$ cat src/rtl/ksa_scheduler.sv
// RC4 key-scheduling stage: permutes the 256-byte S RAM in place using secret_key.
// Optional macro KSA_INIT_EN adds an INIT state that first writes S[n]=n.
module ksa_scheduler #(
  parameter int KEY_BYTES = 3,
  parameter int READ_LAT  = 2
) (
  input  logic                   clk,
  input  logic                   rst_n,
  input  logic                   sig_start,
  input  logic [8*KEY_BYTES-1:0] secret_key,
  input  logic [7:0]             mem_out,
  output logic [7:0]             mem_address,
  output logic [7:0]             mem_data,
  output logic                   wren,
  output logic                   t_done
);

  localparam int KW = (KEY_BYTES > 1) ? $clog2(KEY_BYTES) : 1;
  localparam int WW = (READ_LAT > 1) ? $clog2(READ_LAT) : 1;

  typedef enum logic [3:0] {
    S_IDLE,
`ifdef KSA_INIT_EN
    S_INIT,
`endif
    S_RD_I,
    S_WAIT_I,
    S_CALC_J,
    S_RD_J,
    S_WAIT_J,
    S_WR_I,
    S_WR_J,
    S_INC_I,
    S_DONE
  } state_t;

  state_t          r_state, w_state_next;
  logic [7:0]      r_i, w_i_next;
  logic [7:0]      r_j, w_j_next;
  logic [KW-1:0]   r_k, w_k_next;
  logic [WW-1:0]   r_wait, w_wait_next;
  logic [7:0]      r_si, w_si_next;
  logic [7:0]      r_sj, w_sj_next;
  logic [7:0]      r_mem_address, w_mem_address;
  logic [7:0]      r_mem_data, w_mem_data;
  logic            r_wren, w_wren;
  logic            r_t_done, w_t_done;
  logic [7:0]      w_key [KEY_BYTES];
  logic [7:0]      w_key_byte;

  // Key byte 0 is the most significant byte of secret_key.
  always_comb begin
    for (int k = 0; k < KEY_BYTES; k++) begin
      w_key[k] = secret_key[8*(KEY_BYTES-1-k) +: 8];
    end
    w_key_byte = w_key[r_k];
  end

  // NOTE: every always_comb output gets a default first so no path leaves it unassigned (no latch).
  always_comb begin
    w_state_next = r_state;
    w_i_next     = r_i;
    w_j_next     = r_j;
    w_k_next     = r_k;
    w_wait_next  = r_wait;
    w_si_next    = r_si;
    w_sj_next    = r_sj;

    unique case (r_state)
      S_IDLE: begin
        if (sig_start) begin
          w_i_next    = '0;
          w_j_next    = '0;
          w_k_next    = '0;
          w_wait_next = '0;
`ifdef KSA_INIT_EN
          w_state_next = S_INIT;
`else
          w_state_next = S_RD_I;
`endif
        end
      end
`ifdef KSA_INIT_EN
      S_INIT: begin
        if (r_i == 8'hFF) begin
          w_i_next     = '0;
          w_state_next = S_RD_I;
        end else begin
          w_i_next = r_i + 8'd1;
        end
      end
`endif
      S_RD_I: w_state_next = S_WAIT_I;
      S_WAIT_I: begin
        if (r_wait == WW'(READ_LAT-1)) begin
          w_si_next    = mem_out;
          w_wait_next  = '0;
          w_state_next = S_CALC_J;
        end else begin
          w_wait_next = r_wait + WW'(1);
        end
      end
      S_CALC_J: begin
        w_j_next     = r_j + r_si + w_key_byte;
        w_state_next = S_RD_J;
      end
      S_RD_J: w_state_next = S_WAIT_J;
      S_WAIT_J: begin
        if (r_wait == WW'(READ_LAT-1)) begin
          w_sj_next    = mem_out;
          w_wait_next  = '0;
          w_state_next = S_WR_I;
        end else begin
          w_wait_next = r_wait + WW'(1);
        end
      end
      S_WR_I: w_state_next = S_WR_J;
      S_WR_J: w_state_next = S_INC_I;
      S_INC_I: begin
        if (r_i == 8'hFF) begin
          w_state_next = S_DONE;
        end else begin
          w_i_next     = r_i + 8'd1;
          w_k_next     = (r_k == KW'(KEY_BYTES-1)) ? '0 : r_k + KW'(1);
          w_state_next = S_RD_I;
        end
      end
      S_DONE: if (!sig_start) w_state_next = S_IDLE;
      default: w_state_next = S_IDLE;
    endcase

    // RAM-side outputs are decoded from the next state so the registered
    // values line up with the state that owns them.
    w_mem_address = r_mem_address;
    w_mem_data    = r_mem_data;
    w_wren        = 1'b0;
    w_t_done      = (w_state_next == S_DONE);
    case (w_state_next)
`ifdef KSA_INIT_EN
      S_INIT: begin
        w_mem_address = w_i_next;
        w_mem_data    = w_i_next;
        w_wren        = 1'b1;
      end
`endif
      S_RD_I: w_mem_address = w_i_next;
      S_RD_J: w_mem_address = w_j_next;
      S_WR_I: begin
        w_mem_address = w_i_next;
        w_mem_data    = w_sj_next;
        w_wren        = 1'b1;
      end
      S_WR_J: begin
        w_mem_address = w_j_next;
        w_mem_data    = w_si_next;
        w_wren        = 1'b1;
      end
      default: ;
    endcase
  end

  // NOTE: sequential state uses non-blocking assignments so all registers update together.
  always_ff @(posedge clk or negedge rst_n) begin
    if (!rst_n) begin
      r_state       <= S_IDLE;
      r_i           <= '0;
      r_j           <= '0;
      r_k           <= '0;
      r_wait        <= '0;
      r_si          <= '0;
      r_sj          <= '0;
      r_mem_address <= '0;
      r_mem_data    <= '0;
      r_wren        <= 1'b0;
      r_t_done      <= 1'b0;
    end else begin
      r_state       <= w_state_next;
      r_i           <= w_i_next;
      r_j           <= w_j_next;
      r_k           <= w_k_next;
      r_wait        <= w_wait_next;
      r_si          <= w_si_next;
      r_sj          <= w_sj_next;
      r_mem_address <= w_mem_address;
      r_mem_data    <= w_mem_data;
      r_wren        <= w_wren;
      r_t_done      <= w_t_done;
    end
  end

  assign mem_address = r_mem_address;
  assign mem_data    = r_mem_data;
  assign wren        = r_wren;
  assign t_done      = r_t_done;

endmodule

$ cat config.mk
export PLATFORM = sky130hd
export DESIGN_NAME = ksa_scheduler
export DESIGN_NICKNAME = d
export VERILOG_FILES = /design/src/rtl/ksa_scheduler.sv
export SDC_FILE = /design/constraint.sdc
export NUM_CORES = 1
export LEC_CHECK = 0
export CORE_MARGIN = 10
export CORE_UTILIZATION = 35
export DETAILED_ROUTE_END_ITERATION = 10
export SYNTH_ARGS = -nofsm -noshare
export SYNTH_HDL_FRONTEND = slang
export SYNTH_SLANG_ARGS = --single-unit
$ cat constraint.sdc
create_clock -name clk -period 5.3 [get_ports clk]
set_input_delay 1.325 -clock clk [delete_from_list [all_inputs] [get_ports clk]]
set_output_delay 1.325 -clock clk [all_outputs]
set_load 0.005 [all_outputs]
; ---- After elaboration in Yosys (flattened, before gate mapping)
; Cells that the tools add are included.
[word_totals]
ff_bits = 57
in_bits = 35
output_inout_bits = 18
wordCells = 75
[op_classes]
addsub = 5
order_cmp = 1
n_eq_ne = 18
mux = 28
n_bitwise = 1
reduce_logical = 11
[ops]
columns = operator, n
row1 = 2-to-1 mux 8 bit, 9
row2 = case mux 8 bit (2 select lines), 4
row3 = case mux 4 bit (10 select lines), 1
row4 = "equality test 4 x 3 -> 1 bit, second input constant", 7
row5 = 2-to-1 mux 4 bit, 5
row6 = adder 8 bit, 2
row7 = binary-select mux 8 bit (select 2 bit), 1
row8 = "equality test 4 bit, second input constant", 3
row9 = "adder 8 x 1 -> 8 bit, second input constant", 1
row10 = "equality test 4 x 1 -> 1 bit, second input constant", 2
row11 = "equality test 4 x 2 -> 1 bit, second input constant", 2
row12 = "equality test 8 bit, second input constant", 1
row13 = nonzero test 2 bit, 4
row14 = OR reduction 2 bit, 4
row15 = 2-to-1 mux 2 bit, 3
row16 = zero test 4 bit, 1
row17 = "inequality test 2 bit, second input constant", 2
row18 = case mux 2 bit (2 select lines), 1
row19 = ">= comparator 3 bit, second input constant", 1
row20 = 2-to-1 mux 1 bit, 3
row21 = NOT 2 -> 3 bit, 1
row22 = AND reduction 3 bit, 1
row23 = "adder 2 x 1 -> 2 bit, second input constant", 1
row24 = "equality test 2 bit, second input constant", 1
row25 = other kinds (3), 3

; ---- Logic depth before layout (Yosys ltp)
; Gate-level depths: netlist of run 1.
[logic_depth]
depth_word = 7
ltp_mapped = 14
mapped_depth_nobuf = 13

; ---- Worst setup path before layout of run 1
; OpenSTA, ideal clock, no wires.
[synth_path]
kind = input to register
startpoint = in secret_key[1]
endpoint = reg r_mem_address[5], in the netlist mem_address[5]
setup_time_ns = 0.127
arrival_ns = 3.397
required_time_ns = 5.173
slack_ns = 1.776
path_stages = 12
path_cell_list = mux2i_1 o21ai_0 fa_1 ha_1 inv_1 fa_1 nor2b_1 o21ai_0 nor2b_1 xnor2_1 a221oi_1 o31ai_1
[synth_via]
elab_chain_cells = 6
[synth_lines]
columns = item, line
row1 = from (decl), 10  ; input logic [8*KEY_BYTES-1:0] secret_key,
row2 = binary-select mux 8 bit (select 2 bit), 56  ; w_key_byte = w_key[r_k];
row3 = 2-to-1 mux 8 bit (not written as such) (2 in series), 56
row4 = adder 8 bit, 104  ; w_j_next = r_j + r_si + w_key_byte;
row5 = case mux 8 bit (2 select lines), 69  ; unique case (r_state)
row6 = case mux 8 bit (2 select lines), 138  ; case (w_state_next)
row7 = to (signal assigned), 184  ; r_mem_address <= w_mem_address;
row8 = to (decl), 44  ; logic [7:0] r_mem_address, w_mem_address;
; No other way between the ends. The select of a mux whose other input is x is not followed.
; A chain may end at the register's enable or synchronous reset.

; ---- Final worst setup path of run 1
[layout_path]
startpoint = in secret_key[1]
endpoint = reg r_mem_address[7], in the netlist mem_address[7]
; The elaborated chain is that of the path after synthesis.

==> results of run 1 <==
-- synth_stat cells, types with 5 or more instances --
cell and n:
a211o_1 5, a21oi_1 14, buf_2 6, dfrtp_1 57
fa_1 8, ha_1 7, inv_1 18, mux2_2 19
mux2i_1 27, nand2_1 26, nor2_1 15, nor2b_1 8
o21ai_0 21, o31ai_1 5, xor2_1 5
-- routing by layer --
metal,GRT usage,up-vias,wire length [um]
met1,0.149,1198,3490
met2,0.190,43,3650
met4,0.0404,0,89
met5,0,-,0
li1,-,1206,-
met3,0.0426,8,461
-- kinds of logic after synthesis --
group,share of synthesized area
xor gates and xnor gates,0.0241
muxes,0.153
and+or+nand+nor,0.119
buffers and inverters,0.0470
AOI/OAI and AO/OA,0.146
adders and majority gates,0.0757
DFF,0.436
-- worst max-delay path by stage --
stage / startpoint / end / slack [ns] / cells past startpoint
after CTS: secret_key[1] / mem_address[7] / 1.49 / 13
after global placement: secret_key[1] / mem_address[5] / 1.21 / 13
after global routing: secret_key[1] / mem_address[5] / 1.23 / 13
after floorplan: secret_key[1] / mem_address[5] / 1.78 / 12
after detailed placement: secret_key[1] / mem_address[5] / 1.14 / 13
final: secret_key[1] / mem_address[7] / 1.48 / 13
-- worst register-to-register path, delay by kind of cell (launching register included) --
kind                     cells  cell delay [ns]
flip-flops                   1             0.56
AND/OR/NAND/NOR              3             0.65
AO/OA/AOI/OAI                5             0.83
adder cells (fa/ha/maj)      3             0.93
XOR/XNOR                     1             0.17
buffers and inverters        1             0.08
-- cell type report --
cell class                      instances  share of cell area
Clock inverter                          5              0.0136
Sequential cell                        57               0.352
Inverter                               18              0.0167
Timing Repair Buffer                   54               0.131
Tap cell                              111              0.0342
Multi-Input combinational cell        218               0.418
Clock buffer                           11              0.0349
-- registers in the layout, summed over array words and instances, names as in the netlist --
name and flops:
r_i 8, r_j 8, r_k 2, mem_data 8, wren 1, r_wait 1, mem_address 8, r_sj 8
r_si 8, t_done 1, r_state 4
-- report_power, final --
part | switching (mW) | internal [mW]
Combinational | 0.217 | 0.220
Clock | 0.187 | 0.228
Sequential | 0.0446 | 0.477
-- per-stage QoR --
step	cell area (um2)	util
3_3_place_gp	3860	0.422
4_1_cts	4060	0.443
3_5_place_dp	3860	0.422
2_1_floorplan	3270	-
5_1_grt	4060	0.443
6_report	4060	0.443
==> results list, run 1 <==
- After global routing the overflow that remains totals 0.
* Clk Latency, worst-skew pair: between 0.3 and 0.4 ns
* Clock input transition at the sequential cells of the worst setup and hold paths: 0.07 ns
- Counting instances, the worst hold path has a depth of 2.
- The number of pins exceeding their max-slew limit in the final report was 0.
* Crit path time final: around 3.8 ns
- STA classifies the critical path endpoint as a flop.
- The critical path is of the input pin to flop type.
- Placeable Area: 0.00915 mm2
* Clock tree from TritonCTS: done
* Hold Slack: 0.476 ns
- Startpoint of the worst-slack reg-to-reg timing path: r_k[1]
- Port bufs: 52
- Counting the fill cells in the layout gives 881.
* Startpoint types: input pin
* Layout-stage area growth over the synthesis result: 24.0%
- Syn_nets: around 360
- After detailed routing, the number of remaining DRC violations is 0.
* Total number of nets in the final design: 408
- The worst hold path terminates at mem_address[3].
* Multi-input combinational cell area: approximately 0.0017 mm2
* Dpl cells: ~460
- Final hold violation count: 0
- Post-CTS sizing: 0
- Max-cap violations in this run came to 0.
- Total number of yosys warnings: 0
- The via count of the first global-routing pass came to between 2000 and 3000.
* Post-synthesis instance area: 0.00327 mm2
* Areal power density over the cells: 339 mW/mm2
- Routability-driven placement finished with a final weighted congestion of around 0.84.
- Using the TritonRoute via totals, the vias-per-cell ratio works out to 5.18.
* Final count of negative-setup-slack endpoints: 0
- Hold Crit Start: mem_address[3]
* Vias: roughly 2500
* Cell taking the most area after synthesis: dfrtp_1
* Area occupied by registers: around 0.0014 mm2
- Cells along the critical path: clkdlybuf4s50_1, mux2i_1, o21ai_0, fa_1, ha_1, inv_1, fa_1, nor2b_1, o21ai_0, o221ai_1, xor2_1, a22oi_1, o211ai_1
- Antenna violation net count after detailed routing: 0
* Area enclosed by the die boundary: 0.0136 mm2
- Entering global routing, the biggest net connects 58 pins.
- The number of antenna violations at the first check in global routing came to 0.
- Type of the worst min-delay path: flop to flop
- Routed wire length per instance: around 16 um
- Top flip-flop cell by instance count after synthesis: dfrtp_1
* Slowest cell on crit path: fa_1
* Least setup slack across all paths after layout: 1.48 ns
- Data on the critical path is required at its endpoint by 5.55 ns.
- The worst-case IR drop observed on VDD is 0.173 mV.
- For this run, the total global-route usage over all layers was measured as 0.120.
- For this run, the slowest stage of the critical path takes approximately 0.52 ns.
* Die width: 117 um
- Clock skew on the completed layout was measured at 0.00668 ns.
- Maximum clock frequency: between 200 and 300 MHz
- Placement row count: 35
- Run status: finished, final reports clean
* Area share of the largest cell type after synthesis: 0.436
* Worst Path Arrival: 4.06 ns
- Along the worst path, the maximum fanout reaches 3.
- CTS built an H-tree with a depth of 3.
* RSZ-0062 raised after global routing: no
- After clock tree synthesis, the setup repair step added 0 buffers.
* Hold buffer count at CTS: 0
* Leakage power total: 1.72 nW
- After the flow finishes, the layout carries non-filler instances totaling 474.
- Once detailed placement completed, the half-perimeter wirelength came to about 5700 um.
* Top-Level Pins: 53
- Period Utilization, post-route: 0.720
- R2r setup slk: between 1.5 and 2 ns
* # clock sinks: 57
- For the pin with the worst max-slew slack, the measured transition is approximately 1.1 ns.
- Synthesis instantiated 55 different standard cells from the library.
- Measured against its own limit, the worst slew margin works out to 0.280.
- The initial utilization of the core area, before any placement, comes to 0.357.
- For this block, the initial DRC count from the detailed router was 97.
- After synthesis, the cell types taking the most area are dfrtp_1 44%, mux2i_1 8.3%, mux2_2 6.5%.
- Leading cell types in the layout, fill and taps excluded: 57 x dfrtp_1, 51 x clkdlybuf4s50_1, 27 x mux2i_1
- Clock tree synthesis inserted a total of 9 buffers.
- Chip Height: 117 um
- Synthesis handed over a netlist of 308 instances.
- The design draws around 1.4 mW.
* Detailed-route wire length: a little under 8000 um
- In this run, synthesis produced a sequential element count of 57.
- Prior to clock tree synthesis, the placed netlist has a worst setup slack of ~1.1 ns.
* Library cell used as clock root buffer: clkbuf_8
- In this run the critical register-to-register path is captured at mem_address[7].
- In the synthesized netlist the async set-or-reset flop fraction comes to 1.00.
- The kind of cell with the highest combined delay along the critical path is adder cells.
- Share of the yosys chip area belonging to registers: 0.436
* Most frequent standard cell in the layout excluding fill and tap cells: dfrtp_1
* Share of post-route cells with drive strength above 1: 0.118
- Counting both buffers and inverters, the worst setup path holds a total of 2.
* Inserted Diodes: 0
- Depth of the worst register-to-register path: 13
- Each instance of the synthesized netlist takes up on average about 11 um2.
- Yosys mapped a number of flops with a built-in enable equal to 0.
* Number of detailed-routing iterations run before antenna repair: 6
* Buffers from clock root to sink, at most: 2
- In the final timing run, aggregate negative setup slack is 0 ns.
- The first global-routing pass estimated approximately 13000 um of wire.
Note: power is estimated with default switching activity, not from simulation.
==> run 2: changes to the inputs <==
clock period = 4 ns   (was 5.3 ns; I/O delays follow)
==> run 2 against run 1 <==
Total power is 38% higher. Clock power grew 49%. Sequential share of layout area decreased by 0.41 points. Register-to-register slack got worse by 1.3 ns. Non-clock buffer count up 2. Via count is 0.20% higher. Hold slack improved by 0.013 ns. Sequential power increased by 33%. Wire length up 1.9%. Flip-flop and latch count did not move. Critical path depth did not move. Final cell count up 0.42%. Critical endpoint is now mem_address[5].
==> results list, run 2 (same netlist as run 1, synthesis figures left out) <==
* Max_cap viols: 0
- Final slew viol count: 0
- Power comes to about 1.9 mW.
- The number of hold-slack violations in the final timing report came to 0.
- Setup repair after global routing left no endpoint under its margin.
- Data arrives at the worst endpoint at around 3.7 ns.
- STA classifies the critical path endpoint as a flop.
- Across the VDD grid, the largest voltage drop is between 0.2 and 0.3 mV.
- R2r setup slk: 0.68 ns
* Areal power density over the cells: about 460 mW/mm2
- Top-Level Pins: 53
- Antenna violations before repair: 0
* Clock skew: between 0.008 and 0.009 ns
* Pre-CTS setup slack: around 0.17 ns
- Depth of the worst register-to-register path: 13
* Most frequent standard cell in the layout excluding fill and tap cells: dfrtp_1
- The first global-routing pass estimated roughly 13000 um of wire.
- The first detailed-routing pass ran for 4 iterations.
- In the global route stage, met2 resource usage came out at 0.198.
- After clock tree synthesis, the clock-pin slew on the worst setup and hold paths is about 0.07 ns.
- Vias: around 2500
* Fill cell count: between 800 and 900
* Chip Height: approximately 120 um
- # clock sinks: 57
- Timing would allow up to slightly below 300 MHz.
- Post-CTS sizing: 0
- Dividing the final minimum period by the clock period gives 0.866.
* Hold buffer count at CTS: 0
- The via count of the first global-routing pass was around 2600.
- Summed over all layers, the routed wires come to between 7000 and 8000 um.
* Buffers from clock root to sink, at most: 2
* Clk Latency, worst-skew pair: approximately 0.34 ns
- Summed over all failing endpoints, the final setup total negative slack is 0 ns.
* Leading cell types in the layout, fill and taps excluded: 57 x dfrtp_1, 51 x clkdlybuf4s50_1, 27 x mux2i_1
- Once placement finished, the instance area stood at between 0.003 and 0.004 mm2.
* Clock tree from TritonCTS: done
- Post-detail-place hpwl: 5810 um
* Global-route met1 utilization: 0.158
- Largest net degree at the start of global routing: 40
* Gr ovfl total: 0
* Maximum fanout along the worst path: 3
- After detailed routing, the average wire length per cell comes to 16.5 um.
* Antenna violation net count after detailed routing: 0
- Layout-stage area growth over the synthesis result: 25.4%
* Startpoint types: input pin
* Total number of nets in the final design: 410
- During placement, the flow inserted port buffers numbering between 50 and 60.
* Total global routing track utilization: 0.125
* Post-route DRC: 0
* Die width: 117 um
- Classification of the worst setup path: input pin to flop
- Initial standard-cell utilization of the core: 0.357
- Setup slack on the critical path of the routed design comes to ~0.53 ns.
- The die covers approximately 0.014 mm2.
- Dividing the detail-routed via count by the number of cells gives ~5.2.
* Inserted Diodes: 0
- With fillers left out, the area of the finished cells amounts to roughly 0.0041 mm2.
- Required @ worst endpoint: roughly 4.2 ns
- Number of cells traversed by the worst hold path: 2
- Run status: finished, final reports clean
* DR iter-0 viols: 142
- Of the cells placed in the final design, the portion with a size suffix greater than 1 is 0.126.
* Met3 track utilization from global routing: 0.0467
- Leakage power total: 1.74 nW
- Placement row count: 35
* Type of the worst min-delay path: flop to flop
- Crit path time final: 3.47 ns
- Routability-driven placement finished with a final weighted congestion of roughly 0.84.
- Final count of negative-setup-slack endpoints: 0
* Routing layer with the top usage in global route: met2
- Placeable Area: around 0.0092 mm2
- Setup fix buffers added after clock tree synthesis: 0
* Num CTS Buffers: 9
* H-Tree Depth: 3
- Worst-case headroom to the max-slew limit: 0.408
* Library cell used as clock root buffer: clkbuf_8
* Least-Margin Pin Slew: between 0.8 and 0.9 ns
## run 2: cell types whose count changed in the layout (fill, tap and decap cells not counted)
cell / change
buf_4: +2
clkinvlp_4: +1
clkinv_4: +1
bufinv_16: +1
clkbuf_1: -1
clkinv_2: -2
## run 2: final cells by class
class | count | area (um2) | area share
well taps | 111 | 139 | 0.0338
clock buffers | 10 | 138 | 0.0335
flip-flops and latches | 57 | 1430 | 0.348
multi-input cells | 218 | 1700 | 0.413
repair buffers | 56 | 546 | 0.133
clock inverters | 6 | 91.3 | 0.0223
inverters | 18 | 67.6 | 0.0165
## run 2: metal layers
layer | vias to the layer above | share of wire
li1 | 1202 | -
met1 | 1190 | 0.45
met2 | 62 | 0.48
met3 | 6 | 0.063
met4 | 0 | 0.0059
met5 | - | 0
## run 2: power by group
| part | switching [mW] | internal (mW) | leakage (nW) |
|---|---|---|---|
| clock network | 0.250 | 0.368 | 0.105 |
| registers | 0.0616 | 0.632 | 0.643 |
| logic | 0.289 | 0.291 | 0.990 |
| total | 0.600 | 1.29 | 1.74 |
## run 2: worst max-delay path, stage by stage
cell	delay, ns
clkdlybuf4s50_1	0.39
mux2i_1	0.12
o21ai_0	0.11
fa_1	0.51
ha_1	0.20
inv_1	0.06
fa_1	0.39
nor2b_1	0.12
o21ai_0	0.12
nor2b_1	0.17
xnor2_1	0.14
a221oi_1	0.25
o31ai_1	0.09
## run 2: metrics by stage
stage                     cells  utilization  hold slack (ns)
after floorplan             308            -            0.471
after CTS                   476        0.448            0.495
after global routing        476        0.448            0.514
after global placement      460        0.423            0.464
after detailed placement    460        0.423            0.480
final                       476        0.448            0.489
## run 2: worst paths after layout
check	start	endpoint
worst max register to register	r_k[1]	mem_address[7]
worst min-delay path	mem_address[2]	mem_address[2]
worst min register to register	mem_address[2]	mem_address[2]
max in group asynchronous	rst_n	r_i[5]
worst max-delay path	secret_key[1]	mem_address[5]
min in group asynchronous	rst_n	wren
==> run 3: changes to the inputs <==
SKIP_LAST_GASP = 1   (was default)
SLEW_MARGIN = 25   (was default)
==> results of run 3 <==
No change in the layout: final DEF, timing and power equal those of run 2.
